File: src/rtl/uart_tx_arbiter.sv
`timescale 1ns/1ps
// uart_tx_arbiter: round-robin, message-locked sharing of one UART byte port
// between N_REQ byte-stream requesters, with a level start / busy handshake.
//
// state    | meaning
// ---------+--------------------------------------------------------------
// ST_IDLE  | no owner; the next valid requester after rr_ptr wins a byte
// ST_SEND  | uart_tx_start high, waiting for a fresh busy rise
// ST_DRAIN | start dropped, waiting for busy to fall
// ST_HOLD  | owner locked between bytes; the hold timer guards against stalls
module uart_tx_arbiter #(
  parameter int N_REQ    = 4,
  parameter int HOLD_MAX = 4096
) (
  input  logic               clk,
  input  logic               rst_n,
  input  logic [N_REQ-1:0]   req_valid,
  input  logic [8*N_REQ-1:0] req_data,
  input  logic [N_REQ-1:0]   req_last,
  output logic [N_REQ-1:0]   req_ready,
  output logic [N_REQ-1:0]   grant,
  output logic [7:0]         uart_tx_d,
  output logic               uart_tx_start,
  input  logic               uart_tx_busy,
  output logic               timeout_pulse
);

  localparam int PW = $clog2(N_REQ);
  localparam int TW = (HOLD_MAX > 1) ? $clog2(HOLD_MAX) : 1;
  localparam logic [TW-1:0] TMR_LAST = TW'(HOLD_MAX - 1);
  localparam logic [PW-1:0] PTR_RST  = PW'(N_REQ - 1);

  typedef enum logic [1:0] {
    ST_IDLE  = 2'd0,
    ST_SEND  = 2'd1,
    ST_DRAIN = 2'd2,
    ST_HOLD  = 2'd3
  } state_t;

  state_t            state_q, state_d;
  logic [N_REQ-1:0]  grant_q, grant_d;
  logic [PW-1:0]     owner_q, owner_d;
  logic [PW-1:0]     rr_ptr_q, rr_ptr_d;
  logic [7:0]        tx_d_q, tx_d_d;
  logic              last_q, last_d;
  logic              start_q, start_d;
  logic              pulse_q, pulse_d;
  logic [TW-1:0]     timer_q, timer_d;
  logic              armed_q, armed_d;

  logic              win_found;
  logic [PW-1:0]     win_idx;
  logic [PW-1:0]     cand;

  // Index base+k modulo N_REQ, for k in 1..N_REQ.
  function automatic logic [PW-1:0] wrap_idx(input logic [PW-1:0] base, input int k);
    int sum;
    sum = int'(base) + k;
    if (sum >= N_REQ) sum = sum - N_REQ;
    return PW'(sum);
  endfunction

  function automatic logic [7:0] byte_of(input logic [PW-1:0] idx);
    return req_data[8*int'(idx) +: 8];
  endfunction

  // Round-robin search: first valid requester after rr_ptr, with wrap.
  always_comb begin
    win_found = 1'b0;
    win_idx   = '0;
    cand      = '0;
    for (int k = 1; k <= N_REQ; k++) begin
      cand = wrap_idx(rr_ptr_q, k);
      if (!win_found && req_valid[cand]) begin
        win_found = 1'b1;
        win_idx   = cand;
      end
    end
  end

  // Next-state, ownership, byte latch and hold-timer logic.
  always_comb begin
    state_d   = state_q;
    grant_d   = grant_q;
    owner_d   = owner_q;
    rr_ptr_d  = rr_ptr_q;
    tx_d_d    = tx_d_q;
    last_d    = last_q;
    timer_d   = timer_q;
    pulse_d   = 1'b0;
    req_ready = '0;

    case (state_q)
      ST_IDLE: begin
        if (win_found) begin
          req_ready[win_idx] = 1'b1;
          grant_d            = '0;
          grant_d[win_idx]   = 1'b1;
          owner_d            = win_idx;
          tx_d_d             = byte_of(win_idx);
          last_d             = req_last[win_idx];
          state_d            = ST_SEND;
        end
      end

      ST_SEND: begin
        // Only a busy rise seen after busy was low counts; a stale busy
        // left over from an abandoned byte must not complete this one.
        if (uart_tx_busy && armed_q) begin
          state_d = ST_DRAIN;
        end
      end

      ST_DRAIN: begin
        if (!uart_tx_busy) begin
          if (last_q) begin
            grant_d  = '0;
            rr_ptr_d = owner_q;
            state_d  = ST_IDLE;
          end else begin
            timer_d = '0;
            state_d = ST_HOLD;
          end
        end
      end

      ST_HOLD: begin
        req_ready[owner_q] = 1'b1;
        if (req_valid[owner_q]) begin
          // A transfer on the expiry edge takes priority over revocation.
          tx_d_d  = byte_of(owner_q);
          last_d  = req_last[owner_q];
          state_d = ST_SEND;
        end else if (timer_q == TMR_LAST) begin
          pulse_d  = 1'b1;
          grant_d  = '0;
          rr_ptr_d = owner_q;
          state_d  = ST_IDLE;
        end else if (timer_q != '1) begin
          timer_d = timer_q + 1'b1;
        end
      end

      default: begin
        grant_d = '0;
        state_d = ST_IDLE;
      end
    endcase

    start_d = (state_d == ST_SEND);
    armed_d = uart_tx_busy ? (armed_q && (state_q != ST_SEND)) : 1'b1;
  end

  // State and datapath registers with synchronous active-low reset.
  always_ff @(posedge clk) begin
    if (!rst_n) begin
      state_q  <= ST_IDLE;
      grant_q  <= '0;
      owner_q  <= '0;
      rr_ptr_q <= PTR_RST;
      tx_d_q   <= 8'h00;
      last_q   <= 1'b0;
      start_q  <= 1'b0;
      pulse_q  <= 1'b0;
      timer_q  <= '0;
      armed_q  <= 1'b0;
    end else begin
      state_q  <= state_d;
      grant_q  <= grant_d;
      owner_q  <= owner_d;
      rr_ptr_q <= rr_ptr_d;
      tx_d_q   <= tx_d_d;
      last_q   <= last_d;
      start_q  <= start_d;
      pulse_q  <= pulse_d;
      timer_q  <= timer_d;
      armed_q  <= armed_d;
    end
  end

  assign grant         = grant_q;
  assign uart_tx_d     = tx_d_q;
  assign uart_tx_start = start_q;
  assign timeout_pulse = pulse_q;

endmodule

File: config.mk
export PLATFORM = sky130hd
export DESIGN_NAME = uart_tx_arbiter
export DESIGN_NICKNAME = d
export VERILOG_FILES = /design/src/rtl/uart_tx_arbiter.sv
export SDC_FILE = /design/constraint.sdc
export NUM_CORES = 1
export LEC_CHECK = 0
export ABC_CLOCK_PERIOD_IN_PS = 2200
export CAP_MARGIN = 40
export CORE_MARGIN = 5
export CORE_UTILIZATION = 44
export CTS_CLUSTER_SIZE = 25
export DETAILED_ROUTE_END_ITERATION = 8
export HOLD_SLACK_MARGIN = 0.06
export PLACE_DENSITY = 0.79
export SETUP_SLACK_MARGIN = 0.2
export SLEW_MARGIN = 30
export SYNTH_ARGS = -nofsm -noshare
export SYNTH_HDL_FRONTEND = slang
export SYNTH_SLANG_ARGS = --single-unit
export TNS_END_PERCENT = 50
File: constraint.sdc
create_clock -name clk -period 2.2 [get_ports clk]
set_input_delay 0.55 -clock clk [delete_from_list [all_inputs] [get_ports clk]]
set_output_delay 0.55 -clock clk [all_outputs]
set_load 0.02 [all_outputs]
-- Yosys cells after proc, flatten, opt, wreduce, memory -nomap -nowiden
Index checks and enable logic that the tools add are counted.
- register bits: 34
- bits in latches: 0
- memory bits (writable): 0
- memory bits (read-only): 0
- output and inout port bits: 18
- logic and storage cells: 135
- memories: 0
- $add $sub $neg: 9
- multipliers: 0
- div/mod/pow operators: 0
- magnitude comparators: 12
- eq/ne operators: 16
- shift-type cells: 2
- mux-type cells: 64
- bitwise logic cells: 2
- reductions and logical operators: 20
- operator list (operator ; count):
    $shiftx 32x6->8 ; 2
    $mux 12 ; 5
    $mux 2 ; 18
    $mux 4 ; 6
    $pmux 12 s2 ; 1
    $lt 2x3->1 const B ; 6
    $ne 2x2->1 const B ; 9
    $mux 1 ; 17
    $mux 8 ; 2
    $pmux 8 s2 ; 1
    $bmux 1 s2 ; 7
    $add 12x1->12 const B ; 1
    $eq 12x12->1 const B ; 1
    $ne 12x12->1 const B ; 1
    $pmux 4 s3 ; 1
    $reduce_and 6->1 ; 2
    $ge 3x3->1 const B ; 3
    $pmux 2 s4 ; 1
    $pmux 4 s2 ; 1
    $sub 2x1->2 const B ; 4
    $logic_and 1x1->1 ; 7
    $add 2x2->3 const B ; 2
    $reduce_and 5->1 ; 1
    $add 2x3->4 const B ; 1
    other kinds (17) ; 25

-- Logic depth before layout (Yosys ltp)
Gate-level depths: netlist of the first run.
- depth in word-level cells: 21
- depth in mapped cells: 7
- depth with buffers taken out: 6

-- Least setup slack after synthesis of the first run
OpenSTA, ideal clock, no wires.
- path type: input to output
- from: in req_valid[1]
- to: out req_ready[0]
- arrival: 1807 ps
- data required time: 1650 ps
- slack: -157 ps
- stages: 6
- cell sequence: or3b_2 o221a_2 clkbuf_1 nor2_1 a21oi_1 nor2_1
- word-level cells in the longest chain between the ends: 18
- elaborated cells on any way between the ends: 29
- classes of those cells: order compare (2); mux (20); reduce/logical (7)
- ends and longest elaborated chain (item ; line ; source):
    from (decl) ; 17 ; input logic [N_REQ-1:0] req_valid,
    $bmux 1 s2 ; 74 ; if (!win_found && req_valid[cand]) begin
    $mux 1 (not written as such) ; 74 ;
    $mux 1 ; 74 ;
    $logic_not 1->1 ; 74 ;
    $logic_and 1x1->1 ; 74 ;
    $mux 1 ; 74 ;
    $logic_not 1->1 ; 74 ;
    $logic_and 1x1->1 ; 74 ;
    [... 2 more ...] ; - ;
    $logic_and 1x1->1 ; 74 ;
    $mux 2 ; 74 ;
    $lt 2x3->1 (not written as such) or $ge 2x1->1 (tied branches) ; 96 ; req_ready[win_idx] = 1'b1;
    $logic_and 1x1->1 (not written as such) ; 96 ;
    $mux 1 (not written as such) ; 96 ;
    $demux 1 s2 ; 96 ;
    $mux 4 * ; 95 ; if (win_found) begin
    $pmux 4 s2 * ; 93 ; case (state_q)
    to (decl) ; 20 ; output logic [N_REQ-1:0] req_ready,
Mark *: on every way between the ends. The rest lies on a longest branch, timed or not. The select of a mux whose other input is x is not followed.

-- Final worst setup path of the first run
- from: in req_valid[3]
- to: out req_ready[1]
The elaborated chain is that of the path after synthesis.

==> results.cfg, run 1 <==
[setup_path]
reg2reg_depth = 6
crit_fanout = 4
r2r_slack_ps = 140
r2r_start = owner_q[1]
cp.required_ps = 1650
worst_setup_path_end_kind = output pin
path_class = input port to output pin
r2r-end = timer_q[9]
worstPathArrival_ps = 1740
startpoint_type = input port

[power]
p_int_mw = 1.26
p_leak_nw = 1.33
p_per_area_nw_per_um2 = 493
power.share.switching_pct = 31.7
p_sw_uw = 586
seqPwrFrac_pct = 37.5
combPwrFrac_pct = 36.2
irDropWorstVdd_v = 0.000287
pwr-share-clk_pct = 26.3

[global_routing]
grt_max_degree = 20
first_global_vias = 2538
overflow = 0
grt_pass1_wl_mm = 11.9
grt_antenna_before_repair = 0
grtUsageTotal_pct = 22.9

[final_layout]
synthToLayoutAreaGrowth_pct = 66.4
n_antenna_cell = 0
design_area_um2 = 3740
multi_input_area_um2 = 1790
nFillCells = 356
finalCoreUtilization_pct = 74.2
nets = 412
seq_area_um2 = 691
drive_gt1_share_pct = 36.2

[clock_network]
cts_sinks = 34
h-tree-depth = 2
cts_made_buffers = 5
cts_tree = done
clkTransAtPathRegs_ps = 70
root_buffer = clkbuf_8
clockBufferDepth = 2
clk_latency_ps = 290

[floorplanning]
fp.dieW_um = 81.5
fp.dieH_um = 81.5
rows = 26
initial_utilization_pct = 44.6
core_area_um2 = 5040
ios = 61
dieArea_um2 = 6640

[timing]
finClkSkew_ps = 4.03
finalHoldViolCount = 0
fin_ws_ps = -88.8
post-route-period-util_pct = 104
fin_crit_ps = 2290
fmax_mhz = 437
rsz0062_at_grt = true
setup_viol = 4
worst_pin_slew_ps = 360
slew_viol_final = 0
max_slew_margin_pct = 75.7

[detailed_routing]
wl_per_cell_um = 17.8
vias = 2564
wl_mm = 7.75
drt_drc_violations_left = 0
dr.first_iter.drc_count = 66
antenna_left = 0
avgViaCountPerCell = 5.89
drt_first_pass_iters = 4

[status]
violations = setup timing
status = finished, violations left

[min_path]
hp-start = grant[1]
whs_path_depth = 2
hold_path_class = flop to flop
hold_path_end = grant[1]

[placed_design]
dpl.hpwl_mm = 5.12
placed_area_um2 = 3280
gp_congestion = 0.876
post-place-ws_ps = -982
portBuffers = 60

[logic_synthesis]
synthCells = 258
netlist_area_um2 = 2250
yosysWarnings = 0
synth_seq_area_share_pct = 30.3
syn_nets = 306
async_flop_share_pct = 0
dominantRegCellSynth = dfxtp_1
synth_edf_count = 0
synth_cell_types = 51
syn_avg_cell_area_um2 = 8.72
ys_ff_latch = 34

[flow_run]
max-cap-violations = 0
-- layer usage --
metal	part of all wire, %	track usage [%]	up-vias
met2	51	38.9	99
met1	40	27.3	1241
met5	0	0	-
li1	-	-	1193
met3	5.4	5.48	31
met4	3.5	9.63	0
-- layout by cell type (no fill, tap or decap), types with 4 or more instances in the layout --
master	Yosys	final
and2_1	17	17
a221oi_1	18	10
buf_6	1	13
o31ai_1	10	7
nand2_1	23	18
buf_4	0	41
mux2i_1	9	9
dfxtp_1	34	30
nand3_1	11	9
nand4_1	4	4
clkdlybuf4s50_1	0	52
xnor2_1	10	10
clkbuf_8	0	6
a21oi_2	1	4
a2111oi_4	3	5
nor2_1	27	21
inv_1	7	7
nor2_2	0	4
a221oi_2	0	8
nand2_2	0	4
ha_1	5	5
-- state kept, by name, summed over array words and instances, names as in the netlist --
register / flops
timer_q: 12
uart_tx_d: 8
grant: 4
owner_q: 2
rr_ptr_q: 2
state_q: 2
armed_q: 1
last_q: 1
timeout_pulse: 1
uart_tx_start: 1
-- synthesized netlist by cell type (3+ instances only) --
library cell / n / share of area, %
dfxtp_1: 34 / 30
mux2i_1: 9 / 4.0
a21o_1: 3 / 1.0
a221oi_1: 18 / 7.0
xnor2_1: 10 / 3.9
a211oi_1: 6 / 2.0
ha_1: 5 / 2.8
nand2b_1: 5 / 1.4
clkbuf_1: 9 / 1.5
o31ai_1: 10 / 3.3
nor3_1: 4 / 0.89
and2_1: 17 / 4.7
o21ai_0: 3 / 0.67
nand4_1: 4 / 1.1
nor2_1: 27 / 4.5
nand3_1: 11 / 2.4
a2111oi_4: 3 / 3.7
a21oi_1: 7 / 1.6
inv_1: 7 / 1.2
nand2_1: 23 / 3.8
-- metrics by stage --
step           power (mW)  cells  hold WS (ps)  TNS [ps]
6_report             1.85    435           465      -281
5_1_grt              1.94    435           492      -425
4_1_cts              1.79    434           463      -202
3_5_place_dp         1.25    418           447    -16700
3_3_place_gp         1.24    418           437    -15770
2_1_floorplan       0.977    258           450         0
-- cells by family (layout without fill, tap and decap cells) --
family / Yosys count / in the layout / synth area share (%)
compound gates: 75 / 75 / 30.4
xor+xnor: 10 / 10 / 3.89
fa+ha+maj: 5 / 5 / 2.78
buf+inv: 20 / 127 / 3.78
flops: 34 / 34 / 30.3
mux: 12 / 12 / 6.51
simple gates: 102 / 102 / 22.4
-- area by class of cell --
class                           count  share of cell area (%)
Clock inverter                      1                   0.134
Timing Repair Buffer              111                    28.3
Clock buffer                        7                    2.31
Inverter                            8                   0.802
Tap cell                           70                    2.34
Multi-Input combinational cell    204                    47.7
Sequential cell                    34                    18.5
-- critical path, cell delays in order --
cell	delay, ps
buf_8	100
nor2b_4	130
o21a_1	210
or3_4	350
a32oi_2	200
nor2_2	60
buf_6	130
-- how the worst max path moves through the flow --
stage / startpoint / end / slack [ps] / cells past startpoint
finish: req_valid[3] / req_ready[1] / -90 / 7
global route: req_valid[1] / req_ready[1] / -140 / 7
CTS: req_valid[3] / req_ready[1] / -90 / 7
detailed placement: req_valid[1] / req_ready[1] / -980 / 7
global placement: req_valid[1] / req_ready[1] / -930 / 7
floorplan: req_valid[1] / req_ready[1] / 60 / 6
-- power by group through the flow --
stage          registers, mW  clock network, mW  logic [mW]
2_1_floorplan          0.731                  0       0.246
3_3_place_gp           0.701                  0       0.542
3_5_place_dp           0.701                  0       0.551
4_1_cts                0.689              0.491       0.608
5_1_grt                0.697              0.531       0.707
6_report               0.693              0.486       0.669
-- what timing repair did --
item	in CTS	in global routing
pin swaps	21	30
gates resized for setup	74	36
setup buffers	7	1
hold buffers	0	0
setup endpoints to repair	34	33
gates cloned	1	0
No activity file was read; power rests on OpenSTA's default activity.
==> run 2, diff against run 1 <==
--- a/config.mk
+++ b/config.mk
@@ -6,7 +6,7 @@
 export NUM_CORES = 1
 export LEC_CHECK = 0
 export ABC_CLOCK_PERIOD_IN_PS = 2200
-export CAP_MARGIN = 40
+export CAP_MARGIN = 15
 export CORE_MARGIN = 5
 export CORE_UTILIZATION = 44
 export CTS_CLUSTER_SIZE = 25
==> results of run 2 <==
Same layout as run 1: the final DEF is identical, and so are final timing and power.
==> run 3, diff against run 2 <==
--- a/config.mk
+++ b/config.mk
@@ -7,7 +7,6 @@
 export LEC_CHECK = 0
 export ABC_CLOCK_PERIOD_IN_PS = 2200
 export CAP_MARGIN = 15
-export CORE_MARGIN = 5
 export CORE_UTILIZATION = 44
 export CTS_CLUSTER_SIZE = 25
 export DETAILED_ROUTE_END_ITERATION = 8
==> run 3 against run 2 <==
Against the previous run: global-route usage is 6.9 points higher; highest routed layer unchanged; worst setup slack worse by 50 ps; non-clock buffer count grew 5; die area fell by 19%; the flow still finishes with violations (setup timing); total power up 12%; cell area up 1.7%; combinational power shrank 1%; largest power group is now clock.
==> results.cfg, run 3 (synthesis results as in run 1) <==
[detailed_routing]
drt_drc_violations_left = 0
antenna_left = 0
avgViaCountPerCell = 5.90
vias = 2580
wl_mm = 8.01
drt_first_pass_iters = 4
dr.first_iter.drc_count = 118
wl_per_cell_um = 18.3

[timing]
slew_viol_final = 0
worst_pin_slew_ps = 406
finClkSkew_ps = 5.15
rsz0062_at_grt = true
fin_ws_ps = -139
max_slew_margin_pct = 72.9
fmax_mhz = 428
post-route-period-util_pct = 106
whs_ps = 458
setup_viol = 4
fin_crit_ps = 2340
finalHoldViolCount = 0

[final_layout]
layout_common_cells = clkdlybuf4s50_1 (52), buf_4 (47), dfxtp_1 (30), nand2_1 (22), nor2_1 (21)
n_antenna_cell = 0
finalCoreUtilization_pct = 79.0
nets = 417
drive_gt1_share_pct = 33.8
largest_reg_flops = 12
synthToLayoutAreaGrowth_pct = 69.2
largest_register = timer_q
nFillCells = 319
final_common_cell = clkdlybuf4s50_1

[setup_path]
cp.required_ps = 1650
worstPathArrival_ps = 1790
crit_fanout = 7
reg2reg_depth = 6
path_class = input port to output pin
worst_setup_path_end_kind = output pin
startpoint_type = input port

[clock_network]
clkTransAtPathRegs_ps = 70
h-tree-depth = 2
clockBufferDepth = 2
clk_latency_ps = 290
root_buffer = clkbuf_8
cts_tree = done
postCtsHoldBufs = 0
cts_made_buffers = 5
cts_sinks = 34

[power]
irDropWorstVdd_v = 0.000392
p_leak_nw = 1.35
p_per_area_nw_per_um2 = 544

[floorplanning]
core_area_um2 = 4820
fp.dieW_um = 73.5
initial_utilization_pct = 46.7
dieArea_um2 = 5400
rows = 25
fp.dieH_um = 73.5
ios = 61

[placed_design]
post-place-ws_ps = -992
portBuffers = 60
dpl.hpwl_mm = 5.14
gp_congestion = 0.838

[global_routing]
grt_pass1_wl_mm = 12.2
first_global_vias = 2583
grt_max_degree = 20
grt_antenna_before_repair = 0
overflow = 0
grtUsageTotal_pct = 29.8

[min_path]
whs_path_depth = 2
hold_path_class = flop to flop

[flow_run]
max-cap-violations = 0

[status]
status = finished, violations left
violations = setup timing
==> run 3: cell count changes in the layout (fill, tap and decap cells not counted), sizes merged <==
cell    change
clkbuf      -3
buf         +6
bufinv      +2
==> run 3: final timing paths <==
path	startpoint	to	slack [ps]
max	req_valid[1]	req_ready[3]	-140
min	uart_tx_d[7]	uart_tx_d[7]	460
min reg2reg	uart_tx_d[7]	uart_tx_d[7]	460
max reg2reg	owner_q[1]	timer_q[9]	120
==> run 3: worst max-delay path: stages <==
cell     delay (ps)
buf_12          110
nor2b_1         130
o21a_1          210
or3_4           370
a32oi_2         220
nor2_2           60
buf_6           130
==> run 3: layout make-up <==
cell class	count	area [µm²]	share of cell area [%]
clock buffers	5	68.8	1.81
clock inverters	3	68.8	1.81
inverters	8	30.0	0.789
multi-input cells	204	1770	46.5
flip-flops and latches	34	688	18.1
well taps	67	83.8	2.20
repair buffers	116	1090	28.8
==> run 3: where the power goes <==
part | leakage, nW | internal, mW | switching (mW)
Combinational | 1.01 | 0.351 | 0.310
Sequential | 0.278 | 0.657 | 0.0339
Clock | 0.0683 | 0.454 | 0.263
Total | 1.35 | 1.46 | 0.608
==> run 3: per-stage QoR <==
step / setup TNS, ps / power, mW / instances / instance area (µm²)
after floorplan: 0 / 0.977 / 258 / 2310
after global routing: -487 / 2.13 / 437 / 3810
after detailed placement: -19310 / 1.26 / 417 / 3260
after CTS: -165 / 2.02 / 432 / 3660
final: -290 / 2.07 / 437 / 3810
after global placement: -17360 / 1.24 / 417 / 3260
==> run 3: metal layers <==
layer  vias to the layer above  global-route usage [%]  part of all wire, %
met1                      1240                    33.2                   38
met3                        29                    6.86                  5.7
met2                       114                    53.5                   53
met4                         0                    13.0                  3.3
met5                         -                       0                    0
li1                       1197                       -                    -
==> run 3: timing repair <==
item                       CTS  global route
gates resized for setup     85            21
setup endpoints to repair   34            33
buffers inserted             7             5
pin swaps                   19            18
